**src/rtl/bomb_pkg.sv**
```systemverilog
// Shared types and helpers for the BombMan bomb engine: widths, game state
// encoding and the grid cell index mapping.
package bomb_pkg;

  localparam int COORD_W = 4;  // default coordinate width
  localparam int PIW     = 2;  // player index width (up to 4 players)
  localparam int FW      = 4;  // fuse counter width (FUSE_TICKS <= 15)
  localparam int BCW     = 3;  // per-player live bomb count width (<= 7)

  typedef enum logic [1:0] {
    ST_PLAY = 2'd0,
    ST_WIN  = 2'd1,
    ST_DRAW = 2'd2
  } game_st_e;

  function automatic int hw_of(input int max_health);
    return $clog2(max_health + 1);
  endfunction

  function automatic int idx(input int x, input int y, input int grid_w);
    return y * grid_w + x;
  endfunction

endpackage

```
**src/rtl/bomb_cell.sv**
```systemverilog
// One grid cell of bomb state: fuse counter and owner. A load always lands on
// an empty cell, so it never competes with the tick update.
module bomb_cell
  import bomb_pkg::*;
#(
  parameter int FUSE_TICKS = 3
) (
  input  logic           clk,
  input  logic           rst,
  input  logic           tick,
  input  logic           load,
  input  logic [PIW-1:0] load_owner,
  input  logic           in_blast,
  output logic           live,
  output logic           det,
  output logic [PIW-1:0] owner
);

  logic [FW-1:0]  fuse_q, fuse_d;
  logic [PIW-1:0] owner_q, owner_d;

  always_comb begin
    fuse_d  = fuse_q;
    owner_d = owner_q;
    if (load) begin
      fuse_d  = FW'(FUSE_TICKS);
      owner_d = load_owner;
    end else if (tick && fuse_q != '0) begin
      if (fuse_q == FW'(1)) begin
        fuse_d = '0;
      end else if (in_blast) begin
        // chained: caught by a neighbouring blast, goes off on the next tick
        fuse_d = FW'(1);
      end else begin
        fuse_d = fuse_q - FW'(1);
      end
    end
  end

  always_ff @(posedge clk or posedge rst) begin
    if (rst) begin
      fuse_q <= '0;
    end else begin
      fuse_q <= fuse_d;
    end
  end

  // owner is only meaningful while the fuse is running
  always_ff @(posedge clk) begin
    owner_q <= owner_d;
  end

  assign live  = (fuse_q != '0);
  assign det   = (fuse_q == FW'(1));
  assign owner = owner_q;

endmodule

```
**src/rtl/bomb_engine.sv**
```systemverilog
// Bomb timer / explosion engine: placement arbitration, per-cell fuses, blast
// cross network with chain reaction, damage and end-of-game decision.
module bomb_engine
  import bomb_pkg::*;
#(
  parameter int GRID_W      = 10,
  parameter int GRID_H      = 10,
  parameter int CW          = COORD_W,
  parameter int NUM_PLAYERS = 2,
  parameter int FUSE_TICKS  = 3,
  parameter int BLAST_R     = 2,
  parameter int MAX_HEALTH  = 3,
  parameter int MAX_BOMBS   = 1
) (
  input  logic                                     bombClk,
  input  logic                                     rst,
  input  logic                                     tick_en,
  input  logic [NUM_PLAYERS-1:0]                   place_v,
  input  logic [NUM_PLAYERS*CW-1:0]                place_x,
  input  logic [NUM_PLAYERS*CW-1:0]                place_y,
  output logic [NUM_PLAYERS-1:0]                   place_rdy,
  input  logic [NUM_PLAYERS*CW-1:0]                player_x,
  input  logic [NUM_PLAYERS*CW-1:0]                player_y,
  output logic [GRID_W*GRID_H-1:0]                 bomb_map,
  output logic [GRID_W*GRID_H-1:0]                 blast_map,
  output logic [NUM_PLAYERS*hw_of(MAX_HEALTH)-1:0] health,
  output logic [NUM_PLAYERS-1:0]                   alive,
  output logic                                     game_over,
  output logic [1:0]                               winner,
  output logic                                     draw
);

  localparam int NCELL = GRID_W * GRID_H;
  localparam int HW    = hw_of(MAX_HEALTH);
  localparam int IDXW  = $clog2(NCELL);

  logic [CW-1:0]   req_x [NUM_PLAYERS];
  logic [CW-1:0]   req_y [NUM_PLAYERS];
  logic [CW-1:0]   pos_x [NUM_PLAYERS];
  logic [CW-1:0]   pos_y [NUM_PLAYERS];
  logic [IDXW-1:0] req_idx [NUM_PLAYERS];
  logic [IDXW-1:0] pos_idx [NUM_PLAYERS];
  logic [NUM_PLAYERS-1:0] req_in_rng, pos_in_rng, hit;

  logic [NCELL-1:0] cell_live, cell_det, cell_load, blast;
  logic [PIW-1:0]   cell_owner [NCELL];
  logic [PIW-1:0]   load_owner [NCELL];

  logic [BCW-1:0] count_q  [NUM_PLAYERS];
  logic [BCW-1:0] count_d  [NUM_PLAYERS];
  logic [HW-1:0]  health_q [NUM_PLAYERS];
  logic [HW-1:0]  health_d [NUM_PLAYERS];
  logic [NCELL-1:0] blast_q, blast_d;
  game_st_e       state_q, state_d;
  logic [PIW-1:0] winner_q, winner_d;

  logic           playing;
  logic           clash;
  int             dec;
  int             n_alive;
  logic [PIW-1:0] last_alive;

  assign playing = (state_q == ST_PLAY);

  always_comb begin
    for (int p = 0; p < NUM_PLAYERS; p++) begin
      req_x[p]      = place_x[p*CW +: CW];
      req_y[p]      = place_y[p*CW +: CW];
      pos_x[p]      = player_x[p*CW +: CW];
      pos_y[p]      = player_y[p*CW +: CW];
      req_in_rng[p] = (int'(req_x[p]) < GRID_W) && (int'(req_y[p]) < GRID_H);
      pos_in_rng[p] = (int'(pos_x[p]) < GRID_W) && (int'(pos_y[p]) < GRID_H);
      req_idx[p]    = IDXW'(idx(int'(req_x[p]), int'(req_y[p]), GRID_W));
      pos_idx[p]    = IDXW'(idx(int'(pos_x[p]), int'(pos_y[p]), GRID_W));
    end
  end

  // Placement: lower player index wins a contested cell, even if it is refused
  always_comb begin
    place_rdy = '0;
    cell_load = '0;
    clash     = 1'b0;
    for (int c = 0; c < NCELL; c++) begin
      load_owner[c] = '0;
    end
    for (int p = 0; p < NUM_PLAYERS; p++) begin
      clash = 1'b0;
      for (int q = 0; q < p; q++) begin
        if (place_v[q] && req_x[q] == req_x[p] && req_y[q] == req_y[p]) begin
          clash = 1'b1;
        end
      end
      if (place_v[p] && req_in_rng[p] && !clash && playing &&
          health_q[p] != '0 && count_q[p] < BCW'(MAX_BOMBS) &&
          !cell_live[req_idx[p]]) begin
        place_rdy[p]           = 1'b1;
        cell_load[req_idx[p]]  = 1'b1;
        load_owner[req_idx[p]] = PIW'(p);
      end
    end
  end

  for (genvar c = 0; c < NCELL; c++) begin : g_cell
    bomb_cell #(
      .FUSE_TICKS(FUSE_TICKS)
    ) u_cell (
      .clk       (bombClk),
      .rst       (rst),
      .tick      (tick_en),
      .load      (cell_load[c]),
      .load_owner(load_owner[c]),
      .in_blast  (blast[c]),
      .live      (cell_live[c]),
      .det       (cell_det[c]),
      .owner     (cell_owner[c])
    );
  end

  // Blast cross of every detonating cell, clipped at the grid edges
  always_comb begin
    blast = '0;
    for (int y = 0; y < GRID_H; y++) begin
      for (int x = 0; x < GRID_W; x++) begin
        if (cell_det[idx(x, y, GRID_W)]) begin
          for (int k = -BLAST_R; k <= BLAST_R; k++) begin
            if (x + k >= 0 && x + k < GRID_W) blast[idx(x + k, y, GRID_W)] = 1'b1;
            if (y + k >= 0 && y + k < GRID_H) blast[idx(x, y + k, GRID_W)] = 1'b1;
          end
        end
      end
    end
  end

  always_comb begin
    for (int p = 0; p < NUM_PLAYERS; p++) begin
      hit[p] = pos_in_rng[p] && blast[pos_idx[p]];
    end
    blast_d = tick_en ? blast : blast_q;
  end

  // Bomb counts, damage and survivor tally on post-damage health
  always_comb begin
    dec        = 0;
    n_alive    = 0;
    last_alive = '0;
    for (int p = 0; p < NUM_PLAYERS; p++) begin
      dec = 0;
      for (int c = 0; c < NCELL; c++) begin
        if (tick_en && cell_det[c] && int'(cell_owner[c]) == p) dec = dec + 1;
      end
      count_d[p]  = count_q[p] + BCW'(place_rdy[p]) - BCW'(dec);
      health_d[p] = health_q[p];
      if (tick_en && playing && hit[p] && health_q[p] != '0) begin
        health_d[p] = health_q[p] - HW'(1);
      end
      if (health_d[p] != '0) begin
        n_alive    = n_alive + 1;
        last_alive = PIW'(p);
      end
    end
  end

  always_comb begin
    state_d  = state_q;
    winner_d = winner_q;
    if (playing && tick_en) begin
      if (n_alive == 0) begin
        state_d = ST_DRAW;
      end else if (n_alive == 1) begin
        state_d  = ST_WIN;
        winner_d = last_alive;
      end
    end
  end

  always_ff @(posedge bombClk or posedge rst) begin
    if (rst) begin
      state_q  <= ST_PLAY;
      winner_q <= '0;
      blast_q  <= '0;
      for (int p = 0; p < NUM_PLAYERS; p++) begin
        count_q[p]  <= '0;
        health_q[p] <= HW'(MAX_HEALTH);
      end
    end else begin
      state_q  <= state_d;
      winner_q <= winner_d;
      blast_q  <= blast_d;
      for (int p = 0; p < NUM_PLAYERS; p++) begin
        count_q[p]  <= count_d[p];
        health_q[p] <= health_d[p];
      end
    end
  end

  always_comb begin
    for (int p = 0; p < NUM_PLAYERS; p++) begin
      health[p*HW +: HW] = health_q[p];
      alive[p]           = (health_q[p] != '0);
    end
  end

  assign bomb_map  = cell_live;
  assign blast_map = blast_q;
  assign game_over = (state_q != ST_PLAY);
  assign draw      = (state_q == ST_DRAW);
  assign winner    = winner_q;

endmodule

```
**config.mk**
```make
export PLATFORM = sky130hd
export DESIGN_NAME = bomb_engine
export DESIGN_NICKNAME = d
export VERILOG_FILES = /design/src/rtl/bomb_pkg.sv /design/src/rtl/bomb_cell.sv /design/src/rtl/bomb_engine.sv
export SDC_FILE = /design/constraint.sdc
export NUM_CORES = 2
export LEC_CHECK = 0
export ABC_AREA = 1
export BUFFER_PORTS_ARGS = -buffer_cell sky130_fd_sc_hd__buf_2
export CAP_MARGIN = 30
export CORE_MARGIN = 2
export CORE_UTILIZATION = 40
export CTS_CLUSTER_SIZE = 40
export DETAILED_ROUTE_END_ITERATION = 10
export PLACE_DENSITY = 0.67
export SYNTH_ARGS = -nofsm -noshare
export SYNTH_HDL_FRONTEND = slang
export SYNTH_SLANG_ARGS = --single-unit
```
**constraint.sdc**
```tcl
create_clock -name bombClk -period 53.6 [get_ports bombClk]
set_clock_uncertainty 0.1 [all_clocks]
set_input_delay 13.4 -clock bombClk [delete_from_list [all_inputs] [get_ports bombClk]]
set_output_delay 13.4 -clock bombClk [all_outputs]
set_load 0.02 [all_outputs]
```
==> results_dict.tcl <==
set metrics [dict create \
    status "finished with violations" \
    violations "setup timing" \
    clock_latency_ns 0.71 \
    tritoncts "built" \
    arrival_ns 62.37 \
    r2r_setup_slack_ns 3.62 \
    relSlewSlack 0.2160 \
    p_leak_nw 31.78 \
    intPower_w 0.002191 \
    worstHoldPathType "reg -> reg" \
    clock_path_buffers 3 \
    syn_area_um2 56680 \
    cts.clk_slew.worst_paths_ns 0.06 \
    end_kind "flip-flop" \
    detailed_place.area_um2 63000 \
    start_util 0.4018 \
    routed_via_density 5.748 \
    ys_types 56 \
    seq_area_um2 15850 \
    synth_edf_count 100 \
    synth_top_area_frac 0.2247 \
    postCtsHoldBufs 0 \
    firstDrtPassIters 9 \
    netSwitchingPower_w 0.002570 \
    core_area_um2 141100 \
    drive_above_1_share 0.1767 \
    post_drt_wl_per_cell_um 21.08 \
    cp_max_fo 4 \
    fin_nets 8988 \
    switching_share 0.5398 \
    hold_path_end "blast_map[80]" \
    ios 249 \
    power_frac_comb 0.754 \
    clock_sinks 613 \
    max-cap-violations 0 \
    pwr-share-clk 0.118 \
    stdcell_area_um2 66970 \
    areaGrowthSynthToFinish_pct 18.16 \
    cpMostUsedCell "ha_1" \
    hpwlAfterDp_um 170000 \
    ys_top_cells_by_count "nand2_1, inv_1, nand3_1, nor2_1, dfrtp_1" \
    gr-total-overflow 0 \
    fmax_mhz 16.16 \
    setup_ws_ns -8.298 \
    antenna_found_initial 16 \
    cp-start-kind "input pin" \
    min_period_ns 61.90 \
    drc_errors 0 \
    synthesis.nets 8331 \
    cts_buffers 78 \
    multi_input_area_um2 35810 \
    ys_ff_latch 613 \
    seq_power_share 0.128 \
    synth_area_leaders "dfrtp_1, ha_1, nand3_1, nand2_1, inv_1" \
    grt_max_degree 82 \
    cts_root_buf "clkbuf_16" \
    setup-tns-final_ns -23.50 \
    finalSetupViolations 4 \
    synth_ff_type "dfrtp_1" \
    irDropWorstVdd_mv 0.1637 \
    grtUsageTotal 0.2919 \
    h-tree-depth 3 \
    yosys.area.top_type "dfrtp_1" \
    antenna_left 0 \
    maxSlewViolCount 0 \
    worstReg2RegStart "g_cell[1].u_cell.fuse_q[1]" \
    hp-start "blast_map[80]" \
    grt_pass1_vias 56170 \
    synth_warnings 0 \
    max_slew.worst_pin.slew_ns 1.165 \
    finalCritPeriodShare 1.155 \
    path_class "in -> reg" \
    holdWs_ns 0.3776 \
    syn_avg_cell_area_um2 7.220 \
    grt_pass1_wl_um 328100 \
    syn_inst 7850 \
    die_area_um2 144700 \
    hold_violations 0 \
    wirelength_um 220700 \
    async_flop_share 0.8369 \
    r2r-end "count_q[5]" \
    gp_congestion 1.032 \
    p_per_area_nw_per_um2 71.10 \
    port-buffer-count 247 \
    drtIter0Drc 6896 \
    rows 138 \
    r2r_cells 334 \
    ys_seq_area_frac 0.2796 \
    synth_most_common_cell "nand2_1" \
    vias 60190 \
    whs_path_depth 2 \
    die_h_um 380.4 \
    num-fill-cells 13830 \
    slowest_delay_ns 0.40 \
    fp.dieW_um 380.4 \
    critPathSlowestCell "fa_2" \
    critPathRequiredTime_ns 54.07 \
    rsz0062_at_grt "yes" \
]
## per-stage QoR
step | util | setup WS, ns | total power (W) | cells
4_1_cts | 0.4693 | -8.492 | 0.004669 | 10440
2_1_floorplan | - | -8.838 | 0.002888 | 7850
3_3_place_gp | 0.4461 | -8.584 | 0.004016 | 10220
5_1_grt | 0.4746 | -10.82 | 0.005131 | 10460
3_5_place_dp | 0.4466 | -9.273 | 0.004087 | 10220
6_report | 0.4747 | -8.298 | 0.004761 | 10470
## worst max-delay path, delay by kind of cell
kind | cells | cell delay, ns
buffers and inverters | 38 | 2.26
AOI/OAI and AO/OA | 16 | 2.66
adders and majority gates | 98 | 25.48
xor gates and xnor gates | 5 | 0.88
and+or+nand+nor | 176 | 17.65
## registers in the layout, indices dropped and copies added, names as in the netlist
signal / cells
count_q: 6
winner: 1
blast_map: 100
state_q: 2
health: 4
g_cell.u_cell.owner: 100
g_cell.u_cell.fuse_q: 400
## power groups by stage
stage | combinational (W) | sequential [W] | clock [W]
floorplan | 0.00227 | 0.000619 | 0
detailed placement | 0.00347 | 0.000615 | 0
global route | 0.00393 | 0.000618 | 0.000580
global placement | 0.00340 | 0.000612 | 0
finish | 0.00359 | 0.000609 | 0.000561
CTS | 0.00350 | 0.000607 | 0.000560
## layout make-up
class                      count  share of cell area
antenna                        8           0.0002989
inverter                    1185             0.06678
multi-input combinational   5781              0.5348
sequential                   613              0.2366
tap                         1890             0.03531
clock inverter                41            0.006166
timing repair buffer         848             0.08714
clock buffer                 104             0.03290
## timing repair
item | in CTS | in global routing
setup buffers | 73 | 16
pin swaps | 30 | 96
setup endpoints to repair | 4 | 4
gates resized for setup | 14 | 120
## worst max-delay path by stage
stage          startpoint         end  slack, ns  depth (start not counted)
2_1_floorplan     tick_en  count_q[5]      -8.84                        353
3_3_place_gp      tick_en  count_q[5]      -8.58                        331
3_5_place_dp      tick_en  count_q[5]      -9.27                        331
4_1_cts           tick_en  count_q[5]      -8.49                        332
5_1_grt           tick_en  count_q[5]     -10.82                        333
6_report          tick_en  count_q[5]      -8.30                        333
## logic make-up after synthesis
kind of cell | after synthesis | share of synthesized area
adders and majority gates | 444 | 0.09934
AOI/OAI and AO/OA | 1047 | 0.1248
DFF | 613 | 0.2796
other | 1 | 0.00006617
buffers and inverters | 1456 | 0.1052
xor gates and xnor gates | 458 | 0.07078
and+or+nand+nor | 3831 | 0.3202
## cell usage in the layout (no fill, tap or decap), types with 161 or more instances in the layout
cell type and n:
buf_2 247, buf_4 591, dfrtp_1 509, ha_1 402, inv_1 1151, nand2_1 1328, nand2_2 187, nand3_1 1078
nor2_1 555, nor3_1 266, o21ai_0 253, o22ai_1 185, o32ai_1 161, xnor2_1 211, xor2_1 246
## metal layers
metal | GRT usage | vias up | wire, um
li1 | - | 27910 | -
met3 | 0.1019 | 729 | 28500
met4 | 0.1572 | 20 | 13970
met5 | 0.001323 | - | 144
met1 | 0.3722 | 28390 | 86820
met2 | 0.4307 | 3131 | 91260
(Power assumes the default switching activity.)
